===== src/rtl/ad79x8_sample_collector.sv =====
// AD79X8 sample collector: checks each SPI frame, extracts channel/result,
// keeps the latest sample per channel in a bank and forwards enabled
// channels through a FWFT FIFO. Never stalls the SPI master; overflow drops.
module ad79x8_sample_collector #(
  parameter int DIGITS     = 8,
  parameter int FIFO_DEPTH = 8
) (
  input  logic              clk,
  input  logic              reset,
  input  logic              frame_valid,
  input  logic [15:0]       frame,
  input  logic [7:0]        ch_mask,
  output logic              s_valid,
  input  logic              s_ready,
  output logic [2:0]        s_channel,
  output logic [DIGITS-1:0] s_data,
  input  logic              rd_en,
  input  logic [2:0]        rd_addr,
  output logic [DIGITS-1:0] rd_data,
  output logic [7:0]        fresh,
  output logic [7:0]        err_count,
  output logic [7:0]        ovf_count
);

  localparam int AW = $clog2(FIFO_DEPTH);
  localparam int CW = AW + 1;
  localparam int EW = 3 + DIGITS;

  // Frame decode. Result LSBs below the converter resolution are don't-care.
  logic [2:0]        frm_ch;
  logic [DIGITS-1:0] frm_data;
  logic              good, bad;
  logic              frame_unused;

  assign frm_ch       = frame[14:12];
  assign frm_data     = frame[11 -: DIGITS];
  assign good         = frame_valid & ~frame[15];
  assign bad          = frame_valid &  frame[15];
  assign frame_unused = ^frame;

  // FIFO state
  logic [EW-1:0] mem_q [FIFO_DEPTH];
  logic [AW-1:0] wr_ptr_q, wr_ptr_d, rd_ptr_q, rd_ptr_d;
  logic [CW-1:0] cnt_q, cnt_d;
  logic [EW-1:0] head_q, head_d, push_word;
  logic          full, pop, push_req, push, drop;

  // Per-channel state and counters
  logic [DIGITS-1:0] bank_q [8];
  logic [DIGITS-1:0] rd_data_q, rd_data_d;
  logic [7:0]        fresh_q, fresh_d;
  logic [7:0]        err_q, err_d, ovf_q, ovf_d;

  assign full      = (cnt_q == CW'(FIFO_DEPTH));
  assign s_valid   = (cnt_q != '0);
  assign pop       = s_valid & s_ready;
  assign push_req  = good & ch_mask[frm_ch];
  // A pop in the same cycle frees the slot, so a full FIFO still accepts.
  assign push      = push_req & (~full | pop);
  assign drop      = push_req & full & ~pop;
  assign push_word = {frm_ch, frm_data};

  // Next-state for FIFO pointers, occupancy, registered head, bank read, flags
  always_comb begin
    wr_ptr_d  = wr_ptr_q + AW'(push);
    rd_ptr_d  = rd_ptr_q + AW'(pop);
    cnt_d     = cnt_q + CW'(push) - CW'(pop);
    head_d    = head_q;
    // Head is registered so it holds its last value once the FIFO drains.
    // If the FIFO is empty after the pop, the only possible head is the push.
    if (cnt_d != '0)
      head_d = (cnt_q == CW'(pop)) ? push_word : mem_q[rd_ptr_d];
    rd_data_d = rd_en ? bank_q[rd_addr] : rd_data_q;
    fresh_d   = fresh_q;
    if (rd_en) fresh_d[rd_addr] = 1'b0;
    // Set after clear: a write to the channel being read keeps it fresh.
    if (good)  fresh_d[frm_ch] = 1'b1;
    err_d     = (bad  && err_q != 8'hFF) ? err_q + 8'd1 : err_q;
    ovf_d     = (drop && ovf_q != 8'hFF) ? ovf_q + 8'd1 : ovf_q;
  end

  // Control/state registers
  always_ff @(posedge clk) begin
    if (reset) begin
      wr_ptr_q  <= '0;
      rd_ptr_q  <= '0;
      cnt_q     <= '0;
      head_q    <= '0;
      rd_data_q <= '0;
      fresh_q   <= '0;
      err_q     <= '0;
      ovf_q     <= '0;
    end else begin
      wr_ptr_q  <= wr_ptr_d;
      rd_ptr_q  <= rd_ptr_d;
      cnt_q     <= cnt_d;
      head_q    <= head_d;
      rd_data_q <= rd_data_d;
      fresh_q   <= fresh_d;
      err_q     <= err_d;
      ovf_q     <= ovf_d;
    end
  end

  // FIFO storage; contents need no reset since occupancy is cleared
  always_ff @(posedge clk) begin
    if (!reset && push) mem_q[wr_ptr_q] <= push_word;
  end

  // Latest-sample bank, written by every good frame regardless of mask
  always_ff @(posedge clk) begin
    if (reset) begin
      for (int i = 0; i < 8; i++) bank_q[i] <= '0;
    end else if (good) begin
      bank_q[frm_ch] <= frm_data;
    end
  end

  assign s_channel = head_q[EW-1 -: 3];
  assign s_data    = head_q[DIGITS-1:0];
  assign rd_data   = rd_data_q;
  assign fresh     = fresh_q;
  assign err_count = err_q;
  assign ovf_count = ovf_q;

endmodule


===== config.mk =====
export PLATFORM = sky130hd
export DESIGN_NAME = ad79x8_sample_collector
export DESIGN_NICKNAME = d
export VERILOG_FILES = /design/src/rtl/ad79x8_sample_collector.sv
export SDC_FILE = /design/constraint.sdc
export NUM_CORES = 1
export LEC_CHECK = 0
export CORE_ASPECT_RATIO = 0.6
export CORE_MARGIN = 8
export CORE_UTILIZATION = 35
export DETAILED_ROUTE_END_ITERATION = 16
export PLACE_DENSITY_LB_ADDON = 0.25
export SLEW_MARGIN = 30
export SYNTH_ARGS = -nofsm -noshare
export SYNTH_HDL_FRONTEND = slang
export SYNTH_SLANG_ARGS = --single-unit
export TNS_END_PERCENT = 10

===== constraint.sdc =====
create_clock -name clk -period 4.55 [get_ports clk]
set_input_delay 0.91 -clock clk [delete_from_list [all_inputs] [get_ports clk]]
set_output_delay 0.91 -clock clk [all_outputs]
set_load 0.02 [all_outputs]

## Word level (Yosys, flattened, before mapping)

Memories as Yosys holds them, arrays and structs flattened. A register that Yosys moved wholly into a read port is not among the register bits.
Cells that the tools add are included.

- Add/sub/neg operators: 6
- Order comparisons: 4
- Eq/ne operators: 4
- Muxes and demuxes: 19
- Bitwise operators: 14
- Reduce and logical (&&, ||, !) cells: 9

Operator list:

| operator | number |
|---|---|
| 8-bit 2-to-1 mux | 3 |
| 8-bit by 1-bit adder with 8-bit output, second input constant | 2 |
| 8-bit != test, second input constant | 2 |
| 1-bit 2-to-1 mux | 11 |
| 11-bit 2-to-1 mux | 1 |
| 8-bit AND | 1 |
| 3-bit by 4-bit less-than comparator with 1-bit output, second input constant | 2 |
| 8-bit NOT | 1 |
| 8-bit OR | 1 |
| 4-bit nonzero test | 2 |
| 8-bit OR reduction | 1 |
| 1-bit AND | 7 |
| 3-bit by 1-bit adder with 3-bit output | 2 |
| 1-bit demux with 3-bit select | 2 |
| 3-bit by 1-bit greater-or-equal comparator with 1-bit output, second input constant | 2 |
| 1-bit logical AND | 5 |
| 4-bit by 1-bit adder with 4-bit output | 1 |
| 4-bit by 1-bit equality test with 1-bit output | 1 |
| 4-bit equality test, second input constant | 1 |
| 4-bit by 1-bit subtractor with 4-bit output | 1 |
| 1-bit binary-select mux with 3-bit select | 1 |
| 3-bit 2-to-1 mux | 1 |
| 1-bit NOT | 3 |
| 1-bit zero test | 1 |
| 1-bit OR | 1 |

- Bits in registers: 45
- Bits in writable memories: 152
- Input port bits: 32
- Word-level logic and storage cells: 65
- Memories: 2

Memory list:

| memory | depth | bits a word | rd ports | clocked after Yosys merged registers in | write ports | line | RTL |
|---|---|---|---|---|---|---|---|
| mem_q | 8 | 11 | 1 | 0 | 1 | 42 | `logic [EW-1:0] mem_q [FIFO_DEPTH];` |
| bank_q | 8 | 8 | 1 | 1 | 8 | 49 | `logic [DIGITS-1:0] bank_q [8];` |

## Longest topological paths before layout

- Depth in word-level cells: 9
- Gate-level depth with buffers: 15
- Mapped depth without buffers: 13

## Least setup slack after synthesis

No wires, ideal clock.

- Path type: input-to-reg
- Start point: input frame[14]
- End point: register head_q[0]
- Library setup time: 136 ps
- Arrival time: 4701 ps
- Required time: 4414 ps
- Setup slack: -287 ps
- Stages: 15
- Cells stage by stage: clkbuf_1 mux2i_1 o22ai_1 o311ai_1 clkbuf_1 nand2_1 o21ai_1 ha_1 fa_1 or3b_1 a2111oi_0 nor2_1 buf_2 mux2i_1 o32ai_1

- Longest elaborated chain between the ends: 7

RTL lines:

| item | line | RTL |
|---|---|---|
| start: declaration | 11 | `input logic [15:0] frame,` |
| 1-bit binary-select mux with 3-bit select | 57 | `assign push_req = good & ch_mask[frm_ch];` |
| 1-bit 2-to-1 mux (implied by the code) | 57 |  |
| 1-bit AND | 57 |  |
| 1-bit AND | 59 | `assign push = push_req & (~full \| pop);` |
| 4-bit by 1-bit adder with 4-bit output | 67 | `cnt_d = cnt_q + CW'(push) - CW'(pop);` |
| 4-bit by 1-bit subtractor with 4-bit output | 67 |  |
| via cnt_d[1] | 44 | `logic [CW-1:0] cnt_q, cnt_d;` |
| 4-bit nonzero test | 71 | `if (cnt_d != '0)` |
| end signal: assignment | 88 | `head_q <= '0;` |
| end signal: assignment | 97 | `head_q <= head_d;` |
| end: declaration | 45 | `logic [EW-1:0] head_q, head_d, push_word;` |

The timed path passes the listed nets, and every way through them passes these cells. The select of a mux whose other input is x is not followed.
A chain may end at the register's enable or synchronous reset.

## Worst setup path in the final report

- Start point: input frame[14]
- End point: register head_q[8]

Same word-level chain as after synthesis.

==> metrics <==
status=completed; XOR/XNOR Fraction of Synth Area=0.0119; CP startpoint kind=input port; Nets=771; TritonCTS Buffers=21; Yosys reg bits=205; first-pass GRT wire length=34,300 um; CP cell instances=clkdlybuf4s50_1 -> buf_4 -> or3b_1 -> a21oi_1 -> o311ai_2 -> or2_1 -> o21ai_1 -> ha_2 -> fa_1 -> or3b_1 -> a2111oi_2 -> buf_4 -> nor2_1 -> buf_12 -> mux2i_1 -> o32ai_1; Most used DFF post-synth=edfxtp_1; Clock Latency Late Sink=0.49 ns; Final setup viols=0; share of layout cells above drive strength 1=0.168; Slowest cell on crit path=fa_1; width of the chip=221 um; placed cell area=10,200 um^2; Syn. warnings=0; initial antenna violation count=0; DIE AREA=30,800 um^2; Slew HR=0.386; worst vdd ir=238 uV; total global-route track usage=0.143; number of synthesized flops with an enable pin=152; post_cts resized=0; Max Cap Viol=0; CP Class=input port to flip-flop; gp weighted congestion=0.776; synthesized cell area=8850 um^2; Cell variety after synth=58; Layout area overhead=22.8%; Crit path largest cell delay=0.44 ns; Synth Area in Compound Gates=0.0698; Synth async-reset ratio=0; Worst-path clk slew=0.06 ns; Leak=3.87 nW; Syn Nets=668; clk buf depth=3; largest net degree at the start of global routing=33; Tcrit/Tclk final=0.936; ANT cells=0; vias per cell=5.26; wire per inst=21.2 um; io pins=76; Area contributors post-synth=edfxtp_1, dfxtp_1, and2_1; Worst-Margin Slew=0.918 ns; post-layout instance area=10,900 um^2; Post-Route WL=22,700 um; Final Hold Viols=0; via count=5,634; Mean Syn Cell Area=14.2 um^2; top cell type by total area after synthesis=edfxtp_1; initial DRC count=520; Max FO, Critical Path=10; Fmax=0.235 GHz; HPWL Detailed=15,400 um; H-tree depth=1; grt total ovfl=0; Slew Limit Fails=0; post-CTS setup buffer count=0; core area=25,100 um^2; setup slack, reg-to-reg=1.01 ns; Post-Route Skew=0.00732 ns; register area share after synthesis=0.636; PortBufs=71; Root Buffer=clkbuf_16; Hold WC Path Type=flip-flop to flip-flop; first-pass iteration count of the detailed router=5; post-synthesis cell count=625; Adder-Cell Fraction of Synth Area=0.0164; mux contribution to synthesized area=0.120; cts hold-fix bufs=0; Worst Setup End Kind=flip-flop; largest family of logic cells by synthesized area=simple AND/OR/NAND/NOR gates; Post-DRT Antenna Nets=0; vias in the first global route=5,619; Worst EP required=4.90 ns; Rows=45; PwrDens=493 nW/um^2; Arrival @ worst endpoint=4.61 ns; minimum clock period=4.26 ns; Simple-Gate Fraction of Synth Area=0.126; unrepaired setup endpoints after global routing=false; initial core utilization=0.353; Synth top area share=0.516; detailed-route DRC error count=0; CTS sink count=205; Worst Hold Slack=0.487 ns; CTS tree=built; Power Total=0.00535 W; Die Span Y=139 um
## path summary, 6_finish.rpt
check,startpoint,cells after the start,endpoint
setup / recovery,frame[14],16,head_q[8]
hold reg to reg,fresh[3],1,fresh[3]
setup reg to reg,cnt_q[2],15,head_q[8]
hold / removal,fresh[3],1,fresh[3]
## cells in the final DEF (no fill, tap or decap), types with 10 or more instances in the layout
cell type	Yosys	final
a21oi_1	12	12
and2_1	78	78
buf_4	2	38
clkbuf_16	0	21
clkdlybuf4s50_1	0	69
dfxtp_1	53	53
edfxtp_1	152	152
mux2_2	20	20
mux2i_1	42	42
mux4_2	16	16
nand2_1	12	12
nor2_1	30	30
o22ai_1	10	10
o32ai_1	10	10
## flip-flops by register name (all words and copies together) (netlist names)
signal     count
rd_ptr_q       3
ovf_count      8
mem_q         88
head_q        11
err_count      8
cnt_q          4
bank_q        64
rd_data        8
fresh          8
wr_ptr_q       3
## cell type report
cell class,count,area [um^2]
tap,329,412
multi-input combinational,379,3110
clock inverter,5,50.0
fill,2211,14200
sequential,205,5630
inverter,10,37.5
clock buffer,32,607
timing repair buffer,111,1030
## cells in the mapped netlist (4+ instances only)
cell,count
o21ai_1,4
o311ai_0,4
inv_1,9
nand3_1,8
nand4_1,9
nor2b_1,8
o32ai_1,10
or3_1,4
buf_2,4
ha_1,10
xor2_1,7
xnor2_1,5
nand2b_1,7
nand2_1,12
dfxtp_1,53
mux2_2,20
a31o_2,5
buf_1,4
o21ai_0,8
and3_1,5
mux4_2,16
a21oi_1,12
edfxtp_1,152
clkbuf_1,18
o31ai_1,5
nor2_1,30
o22ai_1,10
mux2i_1,42
a22o_1,9
nor4_1,4
and2_1,78
nor3_1,5
or4_1,5
a211oi_1,9
## report_power, final
| part | switching, W | total (W) | leakage [nW] | internal (W) |
|---|---|---|---|---|
| sequential | 0.0000747 | 0.00219 | 1.84 | 0.00212 |
| clock | 0.000697 | 0.00167 | 0.326 | 0.000974 |
| combinational | 0.000774 | 0.00149 | 1.71 | 0.000713 |
| total | 0.00155 | 0.00535 | 3.87 | 0.00380 |
## critical path: cells and delay by family
family          cells  cell delay (ns)
compound gates      5             0.82
fa+ha+maj           2             0.64
buf+inv             4             0.93
mux                 1             0.17
simple gates        4             1.14
## through the flow
step	setup slack [ns]	util	setup TNS (ns)	cells
final	0.291	0.434	0	1071
after global routing	0.0437	0.434	0	1071
after CTS	0.228	0.433	0	1071
after detailed placement	-0.263	0.407	-2.45	1034
after global placement	-0.237	0.407	-2.34	1034
after floorplan	0.00351	-	0	625
## layer usage
metal	wire length [um]	vias up	global-route usage
li1	-	2595	-
met3	1520	23	0.0304
met5	0	-	0
met1	11100	2875	0.210
met2	9760	141	0.214
met4	270	0	0.0259
## kinds of logic (layout without fill, tap and decap cells)
logic type	Yosys count	in the layout
flops	205	205
simple gates	191	191
compound gates	85	85
mux	80	80
buf+inv	41	158
xor+xnor	12	12
fa+ha+maj	11	11
Power figures use the tool's default switching activity.
